--- config.mk ---
export PLATFORM = sky130hd
export DESIGN_NAME = if_stage
export DESIGN_NICKNAME = d
export VERILOG_FILES = /design/src/rtl/if_stage.sv
export SDC_FILE = /design/constraint.sdc
export NUM_CORES = 1
export LEC_CHECK = 0
export BUFFER_PORTS_ARGS = -buffer_cell sky130_fd_sc_hd__clkbuf_2
export CORE_AREA = 2 2 114 116
export CTS_CLUSTER_SIZE = 20
export DETAILED_ROUTE_END_ITERATION = 12
export DIE_AREA = 0 0 116 118
export PLACE_DENSITY = 0.81
export SETUP_SLACK_MARGIN = 0.5
export SYNTH_ARGS = -nofsm -noshare
export SYNTH_HDL_FRONTEND = slang
export SYNTH_SLANG_ARGS = --single-unit
--- constraint.sdc ---
create_clock -name clk -period 4.3 [get_ports clk]
set_clock_uncertainty 0.1 [all_clocks]
set_input_delay 0 -clock clk [delete_from_list [all_inputs] [get_ports clk]]
set_output_delay 0 -clock clk [all_outputs]
set_load 0.01 [all_outputs]
--- src/rtl/if_stage.sv ---
// Instruction-fetch stage of the LoongArch32 5-stage pipeline.
// Owns the fetch PC and the next-PC mux. Issues requests to a 1-cycle-latency
// synchronous instruction SRAM. Parks the returned word while ID is stalled,
// and drives the IF/ID pipeline register feeding the decoder.
module if_stage #(
  parameter logic [31:0] RESET_PC = 32'h1c000000
) (
  input  logic        clk,
  input  logic        resetn,
  input  logic        stallD,
  input  logic        br_taken,
  input  logic [31:0] br_target,
  output logic        inst_sram_en,
  output logic [3:0]  inst_sram_we,
  output logic [31:0] inst_sram_addr,
  output logic [31:0] inst_sram_wdata,
  input  logic [31:0] inst_sram_rdata,
  output logic [31:0] instD,
  output logic [31:0] pcD,
  output logic        validD
);

  // State encoding is {fs_valid, buf_valid}, so each flag is a plain state bit.
  typedef enum logic [1:0] {
    S_EMPTY = 2'b00,
    S_LIVE  = 2'b10,
    S_HELD  = 2'b11
  } fs_state_e;

  fs_state_e   state_q, state_d;

  logic [31:0] pc_f_q, pc_f_d;
  logic [31:0] inst_buf_q, inst_buf_d;
  logic        req_q;

  logic [31:0] instD_q, instD_d;
  logic [31:0] pcD_q, pcD_d;
  logic        validD_q, validD_d;

  logic        fs_valid;
  logic        buf_valid;
  logic        redirect;
  logic        fs_allowin;
  logic [31:0] seq_pc;
  logic [31:0] nextpc_raw;
  logic [31:0] nextpc;
  logic [31:0] fs_inst;

  assign fs_valid   = state_q[1];
  assign buf_valid  = state_q[0];

  // A redirect seen during a stall is dropped; the hazard unit re-presents it.
  assign redirect   = br_taken & ~stallD;
  assign fs_allowin = ~fs_valid | ~stallD;

  assign seq_pc     = pc_f_q + 32'd4;
  assign nextpc_raw = redirect ? br_target : seq_pc;
  // Misaligned targets are silently word-aligned rather than trapping.
  assign nextpc     = nextpc_raw & 32'hffff_fffc;

  assign inst_sram_en    = resetn & fs_allowin;
  assign inst_sram_addr  = nextpc;
  assign inst_sram_we    = 4'b0000;
  assign inst_sram_wdata = 32'h0;

  // SRAM data is only trusted the cycle after a request, so a stalled word
  // must be served from the buffer.
  assign fs_inst = buf_valid ? inst_buf_q : inst_sram_rdata;

  assign instD  = instD_q;
  assign pcD    = pcD_q;
  assign validD = validD_q;

  // Fetch-slot state register: EMPTY after reset, LIVE or HELD afterwards.
  always_ff @(posedge clk or negedge resetn) begin
    if (!resetn) begin
      state_q <= S_EMPTY;
    end else begin
      state_q <= state_d;
    end
  end

  // Fetch-slot next state and word capture into the stall buffer.
  always_comb begin
    state_d    = state_q;
    inst_buf_d = inst_buf_q;
    case (state_q)
      S_EMPTY: begin
        if (fs_allowin) begin
          state_d = S_LIVE;
        end
      end
      S_LIVE: begin
        if (!stallD) begin
          state_d = S_LIVE;
        end else if (req_q) begin
          state_d    = S_HELD;
          inst_buf_d = inst_sram_rdata;
        end
      end
      S_HELD: begin
        if (!stallD) begin
          state_d = S_LIVE;
        end
      end
      default: begin
        state_d = S_EMPTY;
      end
    endcase
  end

  // PC advances whenever the fetch slot can take a new instruction.
  always_comb begin
    pc_f_d = pc_f_q;
    if (fs_allowin) begin
      pc_f_d = nextpc;
    end
  end

  // IF/ID register: hold on stall, squash on redirect, else pass IF through.
  always_comb begin
    instD_d  = instD_q;
    pcD_d    = pcD_q;
    validD_d = validD_q;
    if (!stallD) begin
      pcD_d = pc_f_q;
      if (redirect) begin
        validD_d = 1'b0;
        instD_d  = 32'h0;
      end else begin
        validD_d = fs_valid;
        instD_d  = fs_inst;
      end
    end
  end

  // Datapath registers; reset also drops any in-flight SRAM request.
  always_ff @(posedge clk or negedge resetn) begin
    if (!resetn) begin
      pc_f_q     <= RESET_PC - 32'd4;
      inst_buf_q <= 32'h0;
      req_q      <= 1'b0;
      instD_q    <= 32'h0;
      pcD_q      <= 32'h0;
      validD_q   <= 1'b0;
    end else begin
      pc_f_q     <= pc_f_d;
      inst_buf_q <= inst_buf_d;
      req_q      <= inst_sram_en;
      instD_q    <= instD_d;
      pcD_q      <= pcD_d;
      validD_q   <= validD_d;
    end
  end

  // Fetch addresses are always word aligned.
  a_addr_aligned: assert property (@(posedge clk) disable iff (!resetn)
    inst_sram_addr[1:0] == 2'b00);

  // No new request may be issued while a valid instruction is stalled in IF.
  a_no_req_in_stall: assert property (@(posedge clk) disable iff (!resetn)
    (fs_valid && stallD) |-> !inst_sram_en);

endmodule

# Word-level counts from Yosys, hierarchy flattened
# Cells that the tools add are included.
# Widths: inputs -> output; s select.
# op_classes
reduce_logical	3
mux	9
n_bitwise	5
n_eq_ne	5
addsub	1
# op_table
operator	n
$mux 32	3
$add 32x3->32 const B	1
$mux 2	4
$pmux 2 s3	1
$reduce_and 3->1	2
$eq 2x2->1 const B	2
$ne 2x2->1 const B	2
$ne 3x3->1 const B	1
$and 1x1->1	2
$logic_not 2->1	1
$not 1->1	2
$mux 1	1
$or 1x1->1	1
# word_totals
wordCells	30
output_inout_bits	134
in_bits	68
ff_bits	128

# Logic depth before layout (Yosys ltp)
# Gate-level depths: netlist (run 1).
# depth
ltp_word	4
depth_mapped	7
depth_no_buf	6

# Worst setup path before layout (run 1)
# No wires, ideal clock.
# synth_path
path_type	reg2reg
start	reg pc_f_q[11]
end	reg pc_f_q[31]
period_less_slack_ns	2.293
path_buffers	2
setup_slack_ns	2.007
setup_time_ns	0.096
stages_incl_launch_ff	8
t_arrival_ns	2.097
required_ns	4.104
path_cell_list	dfstp_2 > buf_2 > nand3_2 > or4_4 > buf_6 > nor4_4 > nor3_1 > nor4_2
# synth_between
elab_chain_cells	2
# synth_rtl
item	line	source
from (decl)	32	logic [31:0] pc_f_q, pc_f_d;
from (signal assigned)	140	pc_f_q <= RESET_PC - 32'd4;
from (signal assigned)	147	pc_f_q <= pc_f_d;
$add 32x3->32	56	assign seq_pc = pc_f_q + 32'd4;
$mux 32	57	assign nextpc_raw = redirect ? br_target : seq_pc;
# No other way between the ends.
# A chain may end at the register's enable or synchronous reset.

# Worst setup path in the final report (run 1)
# layout_path
start	reg pc_f_q[2]
end	out inst_sram_addr[14]
# layout_between
elab_chain_cells	2
# layout_rtl
item	line	source
$add 32x3->32	56	
$mux 32	57	
to (decl)	15	output logic [31:0] inst_sram_addr,
# No other way between the ends.

==> flow_metrics.tcl, run 1 <==
set metrics [dict create \
    hold_violations 0 \
    setup_viol 0 \
    final_nets 900 \
    port_buffers 159 \
    post-route-util_pct 69.63 \
    timing.rr.start "pc_f_q[2]" \
    synthSimpleGateAreaFrac_pct 14.11 \
    crit_slowest_cell "nor2_1" \
    cts.reportedPaths.clkPinSlew_ns 0.05 \
    cts_buffer_depth 2 \
    core_area_mm2 0.01241 \
    maxCapViolations 0 \
    synth_top_area_share_pct 38.23 \
    reg2reg_depth 6 \
    startpoint_type "register" \
    crit_path_end_kind "output pin" \
    ys.flop_type "dfrtp_1" \
    yosysWarnings 0 \
    placed_cell_area_mm2 0.007390 \
    dpl.hpwl_um 11080 \
    dp_cells 922 \
    fmax_mhz 315.3 \
    rows 41 \
    synth-seq-area-share_pct 48.46 \
    slew_headroom_pct 31.75 \
    gr-usage-met3_pct 7.930 \
    grt_max_degree 75 \
    grt_pass1_wl_um 28630 \
    grt_overflow 0 \
    internal_power_mw 2.920 \
    cts.sinks 128 \
    worst_slack_ns 1.129 \
    status "completed" \
    power_frac_comb_pct 21.7 \
    synth_top_family_by_area "multiplexers" \
    final_cell_area_mm2 0.008645 \
    worstMarginPinSlew_ns 1.024 \
    worst_ep_required_time_ns 4.20 \
    powerDensity_mw_per_mm2 478.6 \
    crit_fanout 7 \
    synth_cells 634 \
    htreeDepth 4 \
    busiest_layer "met2" \
    rsz0062_at_grt "no" \
    synth_compound_area_share_pct 10.29 \
    dieArea_mm2 0.01369 \
    grt_pass1_vias 5754 \
    finalWirelength_um 18020 \
    yosysTopAreaCell "dfrtp_1" \
    cp.arrival_ns 3.07 \
    drive_gt1_share_pct 36.26 \
    first_iter_violations 506 \
    wl_per_cell_um 17.73 \
    min-delay-path-class "in2reg" \
    hold_slack_ns 0.01648 \
    p_leak_nw 3.874 \
    fillCellCount 899 \
    use_met2_pct 44.74 \
    globalplace.congestion 0.8389 \
    synth_xor_area_share_pct 3.280 \
    fin_cells 1016 \
    dp_slack_ns 1.659 \
    drtAntennaViolNets 0 \
    period_minus_slack_ns 3.171 \
    synth.avg_cell_area_um2 10.53 \
    setup_tns_ns 0 \
    yosysUniqueCellTypes 51 \
    cts_tree "built" \
    grtUsageMet1_pct 31.80 \
    synthTopCellsByArea "dfrtp_1, mux2_2, dfstp_2" \
    num_vias 5651 \
    finalMaxSlewViolations 0 \
    muxShareOfSynthArea_pct 16.10 \
    die_width_um 116 \
    clockPowerShare_pct 37.2 \
    p_total_mw 4.137 \
    synth_common_cells "dfrtp_1, mux2_2, nand2_1" \
    irDropWorstVdd_mv 0.3268 \
    hold_depth 4 \
    swShare_pct 29.43 \
    min_from "br_target[8]" \
    syn_area_mm2 0.006676 \
    insertion_delay_ns 0.42 \
    num_io_pins 202 \
    synth_fa_ha_area_share_pct 0.1874 \
    path_cells "ha_1 -> nand4_1 -> nor2_1 -> nand3_1 -> xor2_1 -> a21oi_1 -> clkbuf_2" \
    area_growth_pct 29.48 \
    initial_core_util_pct 53.78 \
    diodes 0 \
    root_buffer "clkbuf_16" \
    die_h_um 118 \
    track_usage_pct 26.87 \
    numCtsBuffers 17 \
    ys_ff_latch 128 \
    worst_path_largest_cell_delay_ns 0.61 \
    synth_edf_count 0 \
    period_share_pct 73.76 \
    viasPerCell 5.562 \
    sequentialPowerShare_pct 41.0 \
    drc_errors 0 \
    crit_path_start "pc_f_q[2]" \
    synth_most_common_cell "dfrtp_1" \
    p_sw_mw 1.217 \
    worstSetupPathType "reg2out" \
    synthArstFlopShare_pct 100.0 \
    dr.pass1.iters 4 \
    antenna_found_initial 0 \
]
state kept, by name, summed over array words and instances (netlist names):
name	flops
pcD	30
inst_buf_q	32
state_q	2
validD	1
pc_f_q	30
req_q	1
instD	32
power groups by stage:
| stage | clock network [mW] | registers (mW) | logic, mW |
|---|---|---|---|
| global route | 1.62 | 1.73 | 0.975 |
| floorplan | 0 | 1.66 | 0.564 |
| global placement | 0 | 1.68 | 0.811 |
| CTS | 1.56 | 1.69 | 0.889 |
| detailed placement | 0 | 1.71 | 0.839 |
| finish | 1.54 | 1.70 | 0.898 |
what timing repair did:
action | in CTS | in global routing
endpoints found under the setup margin | 0 | 0
resized for setup | 0 | 0
endpoints found under the hold margin | 145 | 0
hold buffers | 62 | 0
setup buffers | 0 | 0
path summary, 6_finish.rpt:
check	endpoint	slack, ns
max	inst_sram_addr[14]	1.13
min	pc_f_q[8]	0.02
max reg2reg	pc_f_q[14]	1.64
min reg2reg	instD[22]	0.38
max in group asynchronous	pcD[4]	2.89
min in group asynchronous	pc_f_q[26]	0.11
layout by cell type (no fill, tap or decap), types with 4 or more instances in the layout:
| cell type | synthesis | layout |
|---|---|---|
| clkbuf_2 | 0 | 158 |
| dfrtp_1 | 102 | 101 |
| mux2_2 | 67 | 67 |
| nand2_1 | 63 | 63 |
| dlygate4sd3_1 | 0 | 62 |
| o21ai_0 | 40 | 40 |
| conb_1 | 1 | 40 |
| nor2_1 | 37 | 37 |
| mux2i_1 | 32 | 32 |
| a21oi_1 | 31 | 31 |
| dfstp_2 | 26 | 26 |
| nand3_1 | 21 | 21 |
| clkbuf_16 | 0 | 17 |
| xor2_1 | 14 | 14 |
| xnor2_1 | 11 | 11 |
| nor3_1 | 9 | 9 |
| a31oi_1 | 8 | 8 |
| o21a_1 | 7 | 7 |
| buf_4 | 41 | 7 |
| nand4_1 | 6 | 6 |
| and3_1 | 6 | 6 |
| a22oi_1 | 6 | 6 |
| o22ai_1 | 5 | 5 |
| o311ai_0 | 5 | 5 |
| nor4_2 | 4 | 4 |
| nor4_4 | 4 | 4 |
| bufinv_16 | 0 | 4 |
final cells by class:
cell class / count / area, um^2 / share of cell area [%]
timing repair buffer: 227 / 1464 / 16.93
multi-input combinational: 456 / 3090 / 35.75
tap: 172 / 215.2 / 2.490
clock inverter: 9 / 156.4 / 1.809
clock buffer: 23 / 478.0 / 5.529
inverter: 1 / 3.754 / 0.04342
sequential: 128 / 3237 / 37.44
logic make-up after synthesis:
kind of cell    count (synthesis)
buf+inv                        89
flops                         128
xor+xnor                       25
simple gates                  176
other cells                     1
mux                            99
fa+ha+maj                       1
compound gates                115
layer usage:
layer  vias to the layer above  share of wire, %
li1                       2566                 -
met1                      2780                39
met2                       262                51
met3                        43               7.3
met4                         0               2.9
met5                         -                 0
worst max-delay path: cells and delay by family, from the launching register on:
family | cells | cell delay [ns]
and+or+nand+nor | 3 | 1.27
DFF | 1 | 0.56
buffers and inverters | 1 | 0.17
xor gates and xnor gates | 1 | 0.21
adders and majority gates | 1 | 0.24
AOI/OAI and AO/OA | 1 | 0.20
No activity file was read; power rests on OpenSTA's default activity.
==> run 2, diff against run 1 <==
ABC_AREA = 1   (was default)
CORE_AREA = 2 2 116 118   (was 2 2 114 116)
DIE_AREA = 0 0 118 120   (was 0 0 116 118)
PLACE_DENSITY = 0.78   (was 0.81)
clock period = 3.05 ns   (was 4.3 ns; I/O delays follow)
==> run 2 against run 1 <==
Against the previous run:
- die area is 3.4% higher
- critical path type is now reg2reg
- cell count increased by 25%
- sequential power up 28%
- clock power increased by 39%
- utilization shrank 2.3 points
- combinational power rose by 12%
- first-iteration DRC count fell by 35%
- global-route usage shrank 1.9 points
- sequential share of layout area down 0.42 points
- critical path depth up 3
- register-to-register slack worse by 1.0 ns
- clock-buffer cell count decreased by 1
==> flow_metrics.tcl, run 2 <==
set metrics [dict create \
    period_share_pct 79.51 \
    synth_fa_ha_area_share_pct 0.1895 \
    period_minus_slack_ns 2.425 \
    dieArea_mm2 0.01416 \
    syn_area_mm2 0.006601 \
    worst_ep_required_time_ns 3.29 \
    root_buffer "clkbuf_16" \
    diodes 0 \
    synth.avg_cell_area_um2 7.712 \
    setup_tns_ns 0 \
    fin_cells 1265 \
    ys_ff_latch 128 \
    synthArstFlopShare_pct 100.0 \
    rows 42 \
    synth_compound_area_share_pct 12.02 \
    slew_headroom_pct 50.36 \
    worstSetupPathType "reg2reg" \
    initial_core_util_pct 50.86 \
    final_nets 1145 \
    antenna_found_initial 0 \
    path_buf_inv 1 \
    dpl.hpwl_um 10920 \
    final_cell_mix "nand2_1, clkbuf_2, o21ai_0, dfrtp_1" \
    htreeDepth 4 \
    core_area_mm2 0.01298 \
    grt_pass1_vias 5976 \
    track_usage_pct 25.00 \
    grt_max_degree 76 \
    cp_top_family "simple AND/OR/NAND/NOR gates" \
    startpoint_type "register" \
    synth_top_family_by_area "simple AND/OR/NAND/NOR gates" \
    die_h_um 120 \
    num_io_pins 202 \
    status "completed" \
    yosysUniqueCellTypes 29 \
    cp.arrival_ns 2.66 \
    cts_tree "built" \
    fmax_mhz 412.3 \
    numCtsBuffers 17 \
    hold_violations 0 \
    synth_common_cells "nand2_1, o21ai_0, dfrtp_1" \
    crit_fanout 3 \
    crit_path_end_kind "register" \
    die_width_um 118 \
    muxShareOfSynthArea_pct 0 \
    postCtsSetupRepairBufs 0 \
    rsz0062_at_grt "no" \
    p_leak_nw 4.471 \
    drtAntennaViolNets 0 \
    num_vias 6161 \
    grt_overflow 0 \
    final_common_cell "nand2_1" \
    powerDensity_mw_per_mm2 610.5 \
    insertion_delay_ns 0.42 \
    finalMaxSlewViolations 0 \
    worst_path_largest_cell_delay_ns 0.56 \
    dp_cells 1159 \
    crit_slowest_cell "dfstp_2" \
    yosysTopAreaCell "dfrtp_1" \
    drc_errors 0 \
    globalplace.congestion 0.9293 \
    viasPerCell 4.870 \
    area_growth_pct 32.45 \
    drive_gt1_share_pct 23.51 \
    worstMarginPinSlew_ns 0.7446 \
    cts.reportedPaths.clkPinSlew_ns 0.05 \
    path_cells "ha_2 -> nand2_1 -> nor2_4 -> nand2_2 -> nor2_4 -> xor2_1 -> nand2_1 -> nand3_1 -> nand2_1 -> dlygate4sd3_1" \
    cts.sinks 128 \
    synth_edf_count 0 \
    cts_buffer_depth 2 \
    synth-seq-area-share_pct 49.01 \
    synth_xor_area_share_pct 1.327 \
    setup_viol 0 \
    synth_top_area_share_pct 38.67 \
    grt_pass1_wl_um 28400 \
    synth_most_common_cell "nand2_1" \
    min-delay-path-class "in2reg" \
    cp_common_cell "nand2_1" \
    synthTopCellsByArea "dfrtp_1, nand2_1, dfstp_2" \
    synthSimpleGateAreaFrac_pct 26.14 \
    finalWirelength_um 17270 \
    ys.flop_type "dfrtp_1" \
    first_iter_violations 329 \
    fillCellCount 1039 \
    yosysWarnings 0 \
    maxCapViolations 0 \
    dr.pass1.iters 6 \
    synth_cells 856 \
    port_buffers 159 \
    irDropWorstVdd_mv 0.3400 \
    wl_per_cell_um 13.65 \
]
## run 2: changes by cell type after synthesis, moves of 13 or more
cell / change
o21ai_0: +71
nand3_1: +14
mux2i_1: -32
mux2_2: -67
nand2_1: +198
nor2_1: +37
clkbuf_1: -13
inv_1: +71
## run 2: cell families (layout without fill, tap and decap cells)
group / count (synthesis) / in the layout
AO/OA/AOI/OAI: 156 / 156
buffers and inverters: 152 / 346
other: 1 / 40
flip-flops: 128 / 128
adder cells (fa/ha/maj): 1 / 1
XOR/XNOR: 10 / 10
AND/OR/NAND/NOR: 408 / 408
## run 2: tightest hold or removal path, stage by stage
cell	delay, ns
buf_2	0.13
nand2_2	0.08
inv_2	0.13
nand2_1	0.11
nand2_1	0.05
## run 2: area by class of cell
cell class,instances,area [um^2],share of cell area (%)
Tap cell,176,220.2,2.519
Clock inverter,10,158.9,1.817
Timing Repair Buffer,240,1604,18.35
Multi-Input combinational cell,615,2781,31.81
Inverter,74,277.8,3.177
Clock buffer,22,464.2,5.309
Sequential cell,128,3237,37.02
## run 2: final timing paths
path	start	endpoint	slack, ns	cells past startpoint
setup / recovery	pc_f_q[3]	pc_f_q[18]	0.62	10
hold / removal	stallD	pc_f_q[31]	0.02	5
setup reg to reg	pc_f_q[3]	pc_f_q[18]	0.62	10
hold reg to reg	pcD[11]	pcD[11]	0.38	2
max in group asynchronous	resetn	instD[0]	1.92	3
min in group asynchronous	resetn	pcD[4]	0.06	2
## run 2: layer usage
metal	part of all wire, %	up-vias	GRT usage [%]
met1	41	2835	30.06
li1	-	3059	-
met4	2.8	0	11.52
met3	6.4	37	7.272
met5	0	-	0
met2	50	230	41.61
## run 2: stage by stage
stage	hold slack, ns	utilization [%]	worst slack, ns	power [mW]	cell area [um^2]
final	0.01805	67.36	0.6248	5.338	8743
after floorplan	-0.3956	-	1.299	2.751	6748
after CTS	0.0002197	67.26	0.5793	5.365	8731
after detailed placement	0.004122	56.76	1.129	3.108	7367
after global routing	0.04346	67.36	0.4922	5.612	8743
after global placement	-0.004524	56.76	1.141	3.081	7367
## run 2: repair_timing
| item | 4_1_cts | 5_1_grt |
|---|---|---|
| resized for setup | 0 | 4 |
| hold buffers | 74 | 0 |
| endpoints found under the setup margin | 0 | 2 |
| endpoints found under the hold margin | 147 | 0 |
## run 2: where the power goes
group	leakage (nW)	switching (mW)	internal, mW
registers	1.57	0.187	1.99
clock network	0.300	0.738	1.41
logic	2.60	0.596	0.417
total	4.47	1.52	3.82
==> run 3, diff against run 2 <==
clock period = 2.4 ns   (was 3.05 ns; I/O delays follow)
==> run 3 against run 2 <==
Against the previous run:
- die area is the same
- sequential share of layout area is 2.3 points lower
- sequential power grew 28%
- worst hold slack worse by 0.0067 ns
- cell count up 2.6%
==> flow_metrics.tcl, run 3 (synthesis gave the netlist of run 2 again) <==
set metrics [dict create \
    dr.pass1.iters 5 \
    dpl.hpwl_um 11150 \
    p_total_mw 6.825 \
    rsz0062_at_grt "yes" \
    htreeDepth 4 \
    dieArea_mm2 0.01416 \
    worst_path_largest_cell_delay_ns 0.59 \
    dp_slack_ns 0.4559 \
    cts_buffer_depth 2 \
    finalWirelength_um 19750 \
    first_iter_violations 418 \
    wl_per_cell_um 15.22 \
    num_vias 6650 \
    post-route-util_pct 71.87 \
    globalplace.congestion 0.9225 \
    worst_slack_ns 0.1109 \
    track_usage_pct 26.77 \
    final_cell_area_mm2 0.009329 \
    grt_pass1_wl_um 30200 \
    crit_slowest_cell "dfstp_2" \
    maxCapViolations 0 \
    worst_ep_required_time_ns 2.30 \
    worstSetupPathType "reg2out" \
    die_h_um 120 \
    finalMaxSlewViolations 0 \
    irDropWorstVdd_mv 0.4283 \
    period_minus_slack_ns 2.289 \
    min-delay-path-class "in2reg" \
    powerDensity_mw_per_mm2 731.6 \
    crit_fanout 4 \
    rows 42 \
    initial_core_util_pct 50.86 \
    setup_viol 0 \
    drive_gt1_share_pct 32.71 \
    status "completed" \
    hold_slack_ns 0.01135 \
    dp_cells 1161 \
    final_common_cell "nand2_1" \
    cp.arrival_ns 2.19 \
    port_buffers 159 \
    fin_cells 1298 \
    cts.reportedPaths.clkPinSlew_ns 0.06 \
    hold_violations 0 \
    cts.sinks 128 \
    numCtsBuffers 17 \
    diodes 0 \
    num_io_pins 202 \
    die_width_um 118 \
    root_buffer "clkbuf_16" \
    placed_cell_area_mm2 0.007370 \
    fmax_mhz 436.8 \
    slew_headroom_pct 49.71 \
    drc_errors 0 \
    startpoint_type "register" \
    core_area_mm2 0.01298 \
    drtAntennaViolNets 0 \
    viasPerCell 5.123 \
    grt_pass1_vias 6302 \
    setup_tns_ns 0 \
    antenna_found_initial 0 \
    period_share_pct 95.38 \
    final_nets 1179 \
    cts_tree "built" \
    area_growth_pct 41.32 \
    worstMarginPinSlew_ns 0.7533 \
    crit_path_end_kind "output pin" \
    path_cells "nand2_2 -> nor2_4 -> nand2_4 -> nor2_4 -> buf_4 -> nand2_1 -> nand2_2 -> a31oi_2 -> buf_2" \
    p_leak_nw 4.792 \
    grt_max_degree 67 \
    final_cell_mix "nand2_1, clkbuf_2, o21ai_0, dfrtp_1, inv_1" \
    grt_overflow 0 \
    insertion_delay_ns 0.43 \
]
-- run 3: worst paths after layout --
check                               start                 end  slack (ns)  depth (start not counted)
worst min-delay path               stallD           instD[28]        0.01                          4
worst max-delay path            pc_f_q[4]  inst_sram_addr[25]        0.11                          9
max in group asynchronous          resetn          pc_f_q[16]        1.31                          3
worst min register to register     pcD[5]              pcD[5]        0.38                          2
worst max register to register  pc_f_q[3]          pc_f_q[20]        0.23                         15
min in group asynchronous          resetn             pcD[26]        0.02                          2
-- run 3: area by class of cell --
cell class                 count  area (um^2)
clock buffer                  25        475.5
tap                          176        220.2
fill                         937         3651
timing repair buffer         273         1892
inverter                      74        277.8
multi-input combinational    616         3144
clock inverter                 6        82.58
sequential                   128         3237
-- run 3: critical path, delay by kind of cell (launching register included) --
kind,cells,cell delay [ns]
and+or+nand+nor,6,0.76
DFF,1,0.59
buffers and inverters,2,0.31
AOI/OAI and AO/OA,1,0.10
-- run 3: timing repair --
action,CTS,global route
buffers inserted,31,14
gates cloned,0,1
pin swaps,44,37
endpoints found under the setup margin,29,73
endpoints found under the hold margin,148,0
hold buffers,60,0
resized for setup,64,70
-- run 3: report_power, final --
part | switching (mW) | internal, mW | leakage, nW | total [mW]
Clock | 0.921 | 1.57 | 0.271 | 2.49
Sequential | 0.256 | 2.53 | 1.57 | 2.79
Combinational | 0.888 | 0.657 | 2.95 | 1.54
Total | 2.06 | 4.76 | 4.79 | 6.83
-- run 3: per-layer routing --
| layer | share of wire, % | track usage (%) | up-vias | routed length (um) |
|---|---|---|---|---|
| met5 | 0 | 0 | - | 0 |
| met4 | 4.7 | 14.68 | 0 | 926 |
| met3 | 6.5 | 6.369 | 75 | 1281 |
| met2 | 50 | 44.69 | 316 | 9842 |
| met1 | 39 | 32.04 | 3131 | 7703 |
| li1 | - | - | 3128 | - |
